File: config.mk
export PLATFORM = sky130hd
export DESIGN_NAME = alu_share_sched
export DESIGN_NICKNAME = d
export VERILOG_FILES = /design/src/rtl/alu_share_sched.sv
export SDC_FILE = /design/constraint.sdc
export NUM_CORES = 1
export LEC_CHECK = 0
export BUFFER_PORTS_ARGS = -buffer_cell sky130_fd_sc_hd__buf_2
export CORE_ASPECT_RATIO = 1.4
export CORE_UTILIZATION = 44
export CTS_BUF_LIST = sky130_fd_sc_hd__clkbuf_2 sky130_fd_sc_hd__clkbuf_4 sky130_fd_sc_hd__clkbuf_8
export CTS_CLUSTER_SIZE = 28
export DETAILED_ROUTE_END_ITERATION = 16
export PLACE_DENSITY = 0.65
export SLEW_MARGIN = 10
export SYNTH_ARGS = -nofsm -noshare
export SYNTH_HDL_FRONTEND = slang
export SYNTH_SLANG_ARGS = --single-unit
File: constraint.sdc
create_clock -name clk -period 5.1 [get_ports clk]
set_input_delay 1.02 -clock clk [delete_from_list [all_inputs] [get_ports clk]]
set_output_delay 1.02 -clock clk [all_outputs]
set_load 0.005 [all_outputs]
File: src/rtl/alu_share_sched.sv
// alu_share_sched: round-robin scheduler sharing one registered add / half-width multiply
// datapath between NREQ requesters.
//
// Ports:
//   clk, rst_n             clock, asynchronous active-low reset
//   req_valid/req_ready    per-requester handshake; req_ready is one-hot or zero
//   req_op                 per requester: 0 = add, 1 = multiply
//   req_a/req_b            packed operands, requester i at [i*W +: W]
//   resp_valid/resp_ready  result handshake with backpressure
//   resp_id/resp_data      requester index and result
//   stat_ops/stat_stall    accepted-request and stall-cycle counters, present only when
//                          ALU_SCHED_STATS_EN is defined
//
// Pipeline: S1 operand register -> S2 result register. Both stages advance together when
// S2 is empty or being drained (adv); otherwise everything freezes and no grant is issued.
module alu_share_sched #(
  parameter int unsigned NREQ = 4,
  parameter int unsigned W    = 16,
  parameter int unsigned IDW  = 2
) (
  input  logic              clk,
  input  logic              rst_n,
  input  logic [NREQ-1:0]   req_valid,
  output logic [NREQ-1:0]   req_ready,
  input  logic [NREQ-1:0]   req_op,
  input  logic [NREQ*W-1:0] req_a,
  input  logic [NREQ*W-1:0] req_b,
  output logic              resp_valid,
  input  logic              resp_ready,
  output logic [IDW-1:0]    resp_id,
  output logic [W-1:0]      resp_data
`ifdef ALU_SCHED_STATS_EN
  ,
  output logic [31:0]       stat_ops,
  output logic [31:0]       stat_stall
`endif
);

  logic           s1_valid_q, s1_valid_d;
  logic [IDW-1:0] s1_id_q, s1_id_d;
  logic           s1_op_q, s1_op_d;
  logic [W-1:0]   s1_a_q, s1_a_d;
  logic [W-1:0]   s1_b_q, s1_b_d;
  logic           resp_valid_q, resp_valid_d;
  logic [IDW-1:0] resp_id_q, resp_id_d;
  logic [W-1:0]   resp_data_q, resp_data_d;
  logic [IDW-1:0] ptr_q, ptr_d;

  logic           adv;
  logic           xfer;
  logic           gnt_found;
  logic [IDW-1:0] gnt_id;
  logic           sel_op;
  logic [W-1:0]   sel_a, sel_b;
  logic [W-1:0]   alu_res;

  assign adv  = !resp_valid_q || resp_ready;
  assign xfer = adv && gnt_found;

  // Round-robin search starting just after the last transferred requester.
  always_comb begin
    gnt_found = 1'b0;
    gnt_id    = '0;
    sel_op    = 1'b0;
    sel_a     = '0;
    sel_b     = '0;
    for (int unsigned k = 1; k <= NREQ; k++) begin
      int unsigned idx;
      idx = (32'(ptr_q) + k) % NREQ;
      if (!gnt_found && req_valid[idx]) begin
        gnt_found = 1'b1;
        gnt_id    = IDW'(idx);
        sel_op    = req_op[idx];
        sel_a     = req_a[idx*W +: W];
        sel_b     = req_b[idx*W +: W];
      end
    end
  end

  always_comb begin
    req_ready = '0;
    if (xfer) begin
      req_ready[gnt_id] = 1'b1;
    end
  end

  // Multiply uses only the low half of each operand; the full product fits in W bits.
  always_comb begin
    if (s1_op_q) begin
      alu_res = W'(s1_a_q[W/2-1:0]) * W'(s1_b_q[W/2-1:0]);
    end else begin
      alu_res = s1_a_q + s1_b_q;
    end
  end

  always_comb begin
    s1_valid_d   = s1_valid_q;
    s1_id_d      = s1_id_q;
    s1_op_d      = s1_op_q;
    s1_a_d       = s1_a_q;
    s1_b_d       = s1_b_q;
    resp_valid_d = resp_valid_q;
    resp_id_d    = resp_id_q;
    resp_data_d  = resp_data_q;
    ptr_d        = ptr_q;
    if (adv) begin
      resp_valid_d = s1_valid_q;
      if (s1_valid_q) begin
        resp_id_d   = s1_id_q;
        resp_data_d = alu_res;
      end
      s1_valid_d = xfer;
      if (xfer) begin
        s1_id_d = gnt_id;
        s1_op_d = sel_op;
        s1_a_d  = sel_a;
        s1_b_d  = sel_b;
        ptr_d   = gnt_id;
      end
    end
  end

  always_ff @(posedge clk or negedge rst_n) begin
    if (!rst_n) begin
      s1_valid_q   <= 1'b0;
      s1_id_q      <= '0;
      s1_op_q      <= 1'b0;
      s1_a_q       <= '0;
      s1_b_q       <= '0;
      resp_valid_q <= 1'b0;
      resp_id_q    <= '0;
      resp_data_q  <= '0;
      ptr_q        <= IDW'(NREQ - 1);  // requester 0 searched first after reset
    end else begin
      s1_valid_q   <= s1_valid_d;
      s1_id_q      <= s1_id_d;
      s1_op_q      <= s1_op_d;
      s1_a_q       <= s1_a_d;
      s1_b_q       <= s1_b_d;
      resp_valid_q <= resp_valid_d;
      resp_id_q    <= resp_id_d;
      resp_data_q  <= resp_data_d;
      ptr_q        <= ptr_d;
    end
  end

  assign resp_valid = resp_valid_q;
  assign resp_id    = resp_id_q;
  assign resp_data  = resp_data_q;

`ifdef ALU_SCHED_STATS_EN
  logic [31:0] stat_ops_q, stat_ops_d;
  logic [31:0] stat_stall_q, stat_stall_d;

  always_comb begin
    stat_ops_d   = stat_ops_q + 32'(xfer);
    stat_stall_d = stat_stall_q + 32'(resp_valid_q && !resp_ready);
  end

  always_ff @(posedge clk or negedge rst_n) begin
    if (!rst_n) begin
      stat_ops_q   <= '0;
      stat_stall_q <= '0;
    end else begin
      stat_ops_q   <= stat_ops_d;
      stat_stall_q <= stat_stall_d;
    end
  end

  assign stat_ops   = stat_ops_q;
  assign stat_stall = stat_stall_q;
`endif

endmodule

; ---- After elaboration in Yosys (flattened, before gate mapping)
; Index checks and enable logic that the tools add are counted.
[op_classes]
muxes = 40
add_sub_neg = 5
order_cmp = 6
shifts = 8
n_reduce_logical = 12
mul = 1
[ops]
columns = op, n
row1 = 64-bit by 7-bit indexed part select with 16-bit output, 8
row2 = 16-bit two-way mux, 9
row3 = 1-bit two-way mux, 17
row4 = 16-bit adder, 1
row5 = 1-bit binary-select mux with 2-bit select, 8
row6 = 8-bit by 8-bit multiplier with 16-bit output, 1
row7 = "2-bit by 3-bit less-than comparator with 1-bit output, second input constant", 5
row8 = 2-bit two-way mux, 4
row9 = 1-bit logical AND, 5
row10 = "2-bit by 1-bit adder with 2-bit output, second input constant", 2
row11 = "2-bit adder, second input constant", 2
row12 = 1-bit logical NOT, 4
row13 = 4-bit two-way mux, 1
row14 = 2-bit AND reduction, 2
row15 = 1-bit demux with 2-bit select, 1
row16 = "2-bit by 1-bit >= comparator with 1-bit output, second input constant", 1
row17 = 1-bit logical OR, 1
[totals]
input_bits = 139
reg_bits = 57
out_inout_bits = 23
wordCells = 81

; ---- Logic depth before layout (Yosys ltp)
; Gate-level depths: netlist of the first run.
[depth]
word_depth = 18
mapped_depth = 16
depth_no_buf = 16

; ---- Least setup slack after synthesis of the first run
; Ideal clock, no wire load.
[synth_path]
kind = reg-to-reg
startpoint = register s1_b_q[5]
endpoint = register resp_data_q[13] (netlist: resp_data[13])
synth_period_minus_slack_ps = 4201
setup_ps = 91
path_slack_ps = 899
path_stages_with_launch = 16
required_time_ps = 5009
n_path_buf = 0
arrival_time_ps = 4110
path_cell_list = dfrtp_1 > nand2_1 > fa_1 > fa_1 > inv_1 > fa_1 > inv_1 > fa_1 > inv_1 > ha_1 > a21o_1 > nand2_1 > nand4b_1 > a21boi_0 > mux2_2 > o221ai_1
[synth_between]
elab_chain_len = 2
elab_cells_between_ends = 3
cone_classes = 1 x add/sub / 1 x mul / 1 x mux
[synth_lines]
columns = element, line_no
row1 = start: declaration, 43  ; logic [W-1:0] s1_b_q, s1_b_d;
row2 = start signal: assignment, 129  ; s1_b_q <= '0;
row3 = start signal: assignment, 139  ; s1_b_q <= s1_b_d;
row4 = 8-bit by 8-bit multiplier with 16-bit output / 16-bit adder (equally long branches), "90, 92"
row5 = 16-bit two-way mux (*), 89  ; if (s1_op_q) begin
row6 = end signal: assignment, 142  ; resp_data_q <= resp_data_d;
row7 = end: declaration, 46  ; logic [W-1:0] resp_data_q, resp_data_d;
; Every way passes the cells marked *; elsewhere a longest branch is shown, timed or not.
; A chain may end at the register's enable or synchronous reset.

; ---- Final worst setup path of the first run
[layout_path]
startpoint = register s1_a_q[4]
endpoint = register resp_data_q[13] (netlist: resp_data[13])
[layout_between]
elab_chain_len = 2
elab_cells_between_ends = 3
cone_classes = 1 x add/sub / 1 x mul / 1 x mux
[layout_lines]
columns = element, line_no
row1 = start: declaration, 42  ; logic [W-1:0] s1_a_q, s1_a_d;
row2 = start signal: assignment, 128  ; s1_a_q <= '0;
row3 = start signal: assignment, 138  ; s1_a_q <= s1_a_d;
row4 = 8-bit by 8-bit multiplier with 16-bit output / 16-bit adder (equally long branches), "90, 92"
row5 = 16-bit two-way mux (*), 89
; Marks and branches as above.

==> results.yml, run 1 <==
timing:
  slew_viol_final: 0
  tns_ns: 0
  grt_setup_unrepaired: "no"
  finalSetupViolCount: 0
  skew_ns: 0.0127
  tightestPinTransition_ns: 1.01
  slew_headroom_pct: 32.8
  max_freq_mhz: 221
  hold_viol: 0
  finalCriticalPeriod_ns: 4.52
  fin_crit_sh_pct: 88.7
clock_tree:
  clock_latency_ns: 0.36
  ctsResizeCount: 0
  cts_setup_buffers: 0
  cts-root-buf: "clkbuf_8"
  cts_tree: "done"
  htreeDepth: 3
  ctsHoldBuffers: 0
  cts_buffers: 9
  cts.sinks: 57
  clock_path_buffers: 2
  clk_pin_slew_worst_paths_ns: 0.08
worst_setup_path:
  r2r-start: "s1_a_q[4]"
  max_stage_delay_ns: 0.54
  crit_arrival_ns: 4.79
  cp_num_buf_inv: 2
  cp-startpoint: "s1_a_q[4]"
  path_common_cell: "fa_1"
  cp_cell_sequence: "ha_1, fa_1, fa_1, fa_1, inv_1, fa_1, inv_1, ha_1, o2111ai_1, nand4b_1, a21boi_0, mux2_2, o221ai_1"
  start_kind: "register"
  cp-end-kind: "register"
  path_class: "register to register"
  timing.rr.end: "resp_data[13]"
  worstSetupPathDepth: 13
  path_delay_family: "adder cells"
  reg2reg_slack_ns: 0.58
  cp_data_required_time_ns: 5.37
  cp_max_fo: 9
  endpoint: "resp_data[13]"
  worst-r2r-cell-count: 13
  slowest_stage: "fa_1"
die:
  dieArea_sq_um: 21400
  die_h_um: 173
  placeableCoreArea_sq_um: 20500
  num_io_pins: 162
  std_cell_rows: 62
  die_w_um: 124
  start_util_pct: 44.8
placement:
  dp_hpwl_mm: 19.0
  gp_congestion: 0.880
  io_buffers: 161
  place_area_sq_um: 10100
global_route:
  grt_max_degree: 68
  met2_usage_pct: 42.1
  grt_util_met3_pct: 2.41
  grt_pass1_vias: 7764
  grt_pass1_wl_mm: 39.8
  busiest_layer: "met2"
  gr-total-overflow: 0
  grt_use_met1_pct: 29.9
  antenna_found_initial: 0
  track_usage_pct: 23.8
yosys:
  ys_ff_latch: 57
  synth_area_sq_um: 9180
  synth_nets: 1132
  ys_top_cells_by_count: "mux4_2 (134), a21oi_1 (100), nand2_1 (89)"
  yosysUniqueCellTypes: 64
  synth-edff-count: 0
  synthCells: 905
  ys_seq_area_share_pct: 15.6
  async_flop_share_pct: 100
  yosysWarnings: 0
  synth.most_common_cell: "mux4_2"
  synth.avg_cell_area_sq_um: 10.1
  synth.area.top_cells: "mux4_2 (33%), dfrtp_1 (15%), fa_1 (8.1%), ha_1 (7.0%), a21oi_1 (5.5%)"
  yosysTopAreaCell: "mux4_2"
  synth_flop_cell: "dfrtp_1"
  yosysTopAreaCellShare_pct: 32.9
final_layout:
  fin_area_sq_um: 10400
  num_antenna_cells: 0
  final_nets: 1257
  fin_util_pct: 50.6
  area_delta_synth_final_pct: 12.9
  drive_gt1_share_pct: 32.5
route:
  wl_per_cell_um: 18.8
  num_vias: 7860
  drc: 0
  drt-total-wl_mm: 24.3
  drtIter0Drc: 353
  viasPerCell: 6.09
  drtPass1Iterations: 5
  ant_nets: 0
run:
  maxCapViolations: 0
worst_hold_path:
  min_path_type: "register to register"
run_status:
  status: "finished clean"
metal layers:
layer	share of wire, %	vias to the layer above
li1	-	3677
met1	40	3921
met2	54	230
met3	4.2	32
met4	2.4	0
met5	0	-
per-stage QoR:
stage          instances  hold slack, ns  setup WS [ns]
2_1_floorplan        905           0.439          0.899
3_3_place_gp        1275           0.448          0.643
3_5_place_dp        1275           0.475          0.591
4_1_cts             1291           0.492          0.580
5_1_grt             1291           0.506          0.287
6_report            1291           0.482          0.578
cells in the final DEF (no fill, tap or decap), types with 3 or more instances in the layout:
master	count
a21boi_0	3
a21o_1	10
a21oi_1	100
a31oi_1	35
a32oi_1	3
and2_1	48
buf_2	161
buf_4	14
clkbuf_8	11
dfrtp_1	55
fa_1	37
ha_1	51
inv_1	55
mux2i_1	4
mux4_2	134
nand2_1	89
nand2b_1	11
nand3_1	11
nand3b_1	4
nand4_1	5
nor2_1	52
nor2b_1	39
nor3_1	9
o21ai_0	26
xnor2_1	9
xor2_1	3
sequential cells by signal (all words and copies together), names as in the netlist:
| signal | cells |
|---|---|
| s1_b_q | 16 |
| s1_op_q | 1 |
| s1_a_q | 16 |
| s1_id_q | 2 |
| resp_id | 2 |
| ptr_q | 2 |
| resp_data | 16 |
| resp_valid | 1 |
| s1_valid_q | 1 |
layout make-up:
cell class / instances / area (sq um)
flip-flops and latches: 57 / 1440
clock buffers: 11 / 151
inverters: 56 / 210
fillers: 1939 / 10100
clock inverters: 5 / 77.6
multi-input cells: 731 / 7250
well taps: 256 / 320
repair buffers: 175 / 911
cell families after synthesis:
group / Yosys count / share of synthesized area (%)
XOR/XNOR: 12 / 1.15
flip-flops: 57 / 15.6
multiplexers: 140 / 33.6
adder cells (fa/ha/maj): 88 / 15.0
buffers and inverters: 117 / 5.52
AO/OA/AOI/OAI: 207 / 13.6
AND/OR/NAND/NOR: 284 / 15.6
how the worst min path moves through the flow:
stage	from	endpoint	slack, ns	depth (start not counted)
2_1_floorplan	s1_id_q[0]	resp_id[0]	0.44	2
3_3_place_gp	s1_id_q[0]	resp_id[0]	0.45	2
3_5_place_dp	s1_id_q[0]	resp_id[0]	0.48	2
4_1_cts	s1_id_q[1]	resp_id[1]	0.49	2
5_1_grt	resp_data[3]	resp_data[3]	0.51	2
6_report	resp_data[3]	resp_data[3]	0.48	2
worst min-delay path: cells and delay by family (launching register included):
family / cells / cell delay [ns]
DFF: 1 / 0.34
and+or+nand+nor: 1 / 0.04
AOI/OAI and AO/OA: 1 / 0.06
Power of run 1 is left out: the tool's default activity adds up to more than one toggle a clock period on the data nets, which glitch-free logic cannot reach.
==> run 2: changes to the inputs <==
Clock period 5.1 ns to 4.31 ns, I/O delays scaled along.
==> run 2 against run 1 <==
Against the previous run:
- sequential share of layout area shrank 0.62 points
- first-iteration DRC count grew 39%
- core utilization grew 2.6 points
- sequential cell count is the same
- hold slack lost 0.0088 ns
- clock skew grew 0.0023 ns
- fmax grew 7.7%
- clock-buffer cell count is the same
- critical path depth grew 2
- critical path type unchanged
- critical endpoint is now resp_data[14]
- largest cell class unchanged
==> results.yml, run 2 (synthesis results as in run 1) <==
worst_setup_path:
  endpoint: "resp_data[14]"
  worstSetupPathDepth: 15
  slowest_stage: "fa_1"
  cp-end-kind: "register"
  cp-startpoint: "s1_a_q[4]"
  reg2reg_slack_ns: 0.11
  cp_cell_sequence: "and2_1, fa_1, fa_1, fa_1, inv_2, fa_1, inv_2, ha_4, a21o_1, nand3_2, a31oi_2, a311oi_2, buf_4, xnor2_1, a211o_1"
  start_kind: "register"
  cp_data_required_time_ns: 4.55
  path_common_cell: "fa_1"
  max_stage_delay_ns: 0.57
  r2r-start: "s1_a_q[4]"
  cp_num_buf_inv: 3
  timing.rr.end: "resp_data[14]"
  worst-r2r-cell-count: 15
  cp_max_fo: 5
  crit_arrival_ns: 4.44
  path_delay_family: "adder cells"
  path_class: "register to register"
timing:
  fin_crit_sh_pct: 97.5
  grt_setup_unrepaired: "yes"
  slew_headroom_pct: 34.6
  slew_viol_final: 0
  finalCriticalPeriod_ns: 4.20
  max_freq_mhz: 238
  fin_ws_ns: 0.110
  skew_ns: 0.0150
  hold_viol: 0
  finalSetupViolCount: 0
  tightestPinTransition_ns: 0.980
placement:
  dp_hpwl_mm: 19.5
  place_area_sq_um: 10400
  io_buffers: 161
  post-place-ws_ns: -0.0891
  gp_congestion: 0.909
clock_tree:
  cts.sinks: 57
  cts_buffers: 9
  htreeDepth: 3
  cts-root-buf: "clkbuf_8"
  clock_path_buffers: 2
  clk_pin_slew_worst_paths_ns: 0.08
  clock_latency_ns: 0.36
  cts_tree: "done"
global_route:
  antenna_found_initial: 0
  grt_max_degree: 119
  grt_pass1_wl_mm: 41.4
  track_usage_pct: 24.9
  grt_pass1_vias: 8064
  gr-total-overflow: 0
final_layout:
  num_antenna_cells: 0
  fin_util_pct: 53.2
  final_nets: 1301
  fin_area_sq_um: 10900
  nFillCells: 1901
  mostFrequentLayoutCell: "buf_2"
  area_delta_synth_final_pct: 18.8
  final_cell_mix: "buf_2 (161), mux4_2 (134), a21oi_1 (98), nand2_1 (84)"
  drive_gt1_share_pct: 38.8
die:
  placeableCoreArea_sq_um: 20500
  die_h_um: 173
  start_util_pct: 44.8
  std_cell_rows: 62
  die_w_um: 124
  num_io_pins: 162
  dieArea_sq_um: 21400
run_status:
  status: "finished clean"
route:
  ant_nets: 0
  wl_per_cell_um: 19.3
  drc: 0
  num_vias: 8207
  viasPerCell: 6.15
  drtIter0Drc: 489
  drt-total-wl_mm: 25.8
  drtPass1Iterations: 6
run:
  maxCapViolations: 0
worst_hold_path:
  min_path_type: "register to register"
run 2: cell count changes in the layout (fill, tap and decap cells not counted), sizes merged:
cell and delta:
buf +44, clkinv -1, clkinvlp +1
run 2: per-stage QoR:
step	cells	setup TNS (ns)	hold WS, ns
after floorplan	905	0	0.439
after global placement	1307	-0.0794	0.451
after detailed placement	1307	-0.170	0.468
after CTS	1327	-0.00107	0.475
after global routing	1335	-0.0607	0.516
final	1335	0	0.473
run 2: cell type report:
| class | count | area, sq um | area share, % |
|---|---|---|---|
| multi-input combinational | 731 | 7430 | 68.2 |
| sequential | 57 | 1440 | 13.2 |
| timing repair buffer | 219 | 1280 | 11.7 |
| tap | 256 | 320 | 2.94 |
| inverter | 56 | 210 | 1.93 |
| clock buffer | 11 | 139 | 1.27 |
| clock inverter | 5 | 80.1 | 0.735 |
run 2: tightest hold or removal path: cells and delay by family (launching register included):
family	cells	cell delay, ns
and+or+nand+nor	1	0.04
DFF	1	0.34
AOI/OAI and AO/OA	1	0.06
run 2: worst min path at each step:
stage	start	end	slack (ns)	cells past startpoint
floorplan	s1_id_q[0]	resp_id[0]	0.44	2
global placement	s1_id_q[0]	resp_id[0]	0.45	2
detailed placement	s1_id_q[0]	resp_id[0]	0.47	2
CTS	s1_id_q[0]	resp_id[0]	0.48	2
global route	resp_id[1]	resp_id[1]	0.52	2
finish	resp_data[3]	resp_data[3]	0.47	2
run 2: what timing repair did:
item / CTS / global route
buffers inserted: 4 / 8
pin swaps: 5 / 32
resized for setup: 11 / 37
endpoints found under the setup margin: 5 / 8
hold buffers: 0 / 0
run 2: per-layer routing:
| metal | vias to the layer above | wire (um) | global-route usage, % |
|---|---|---|---|
| li1 | 3760 | - | - |
| met1 | 4143 | 9980 | 30.6 |
| met2 | 245 | 13700 | 43.3 |
| met3 | 59 | 1160 | 2.84 |
| met4 | 0 | 1010 | 10.9 |
| met5 | - | 0 | 0 |
Power of run 2 is left out for the same reason.
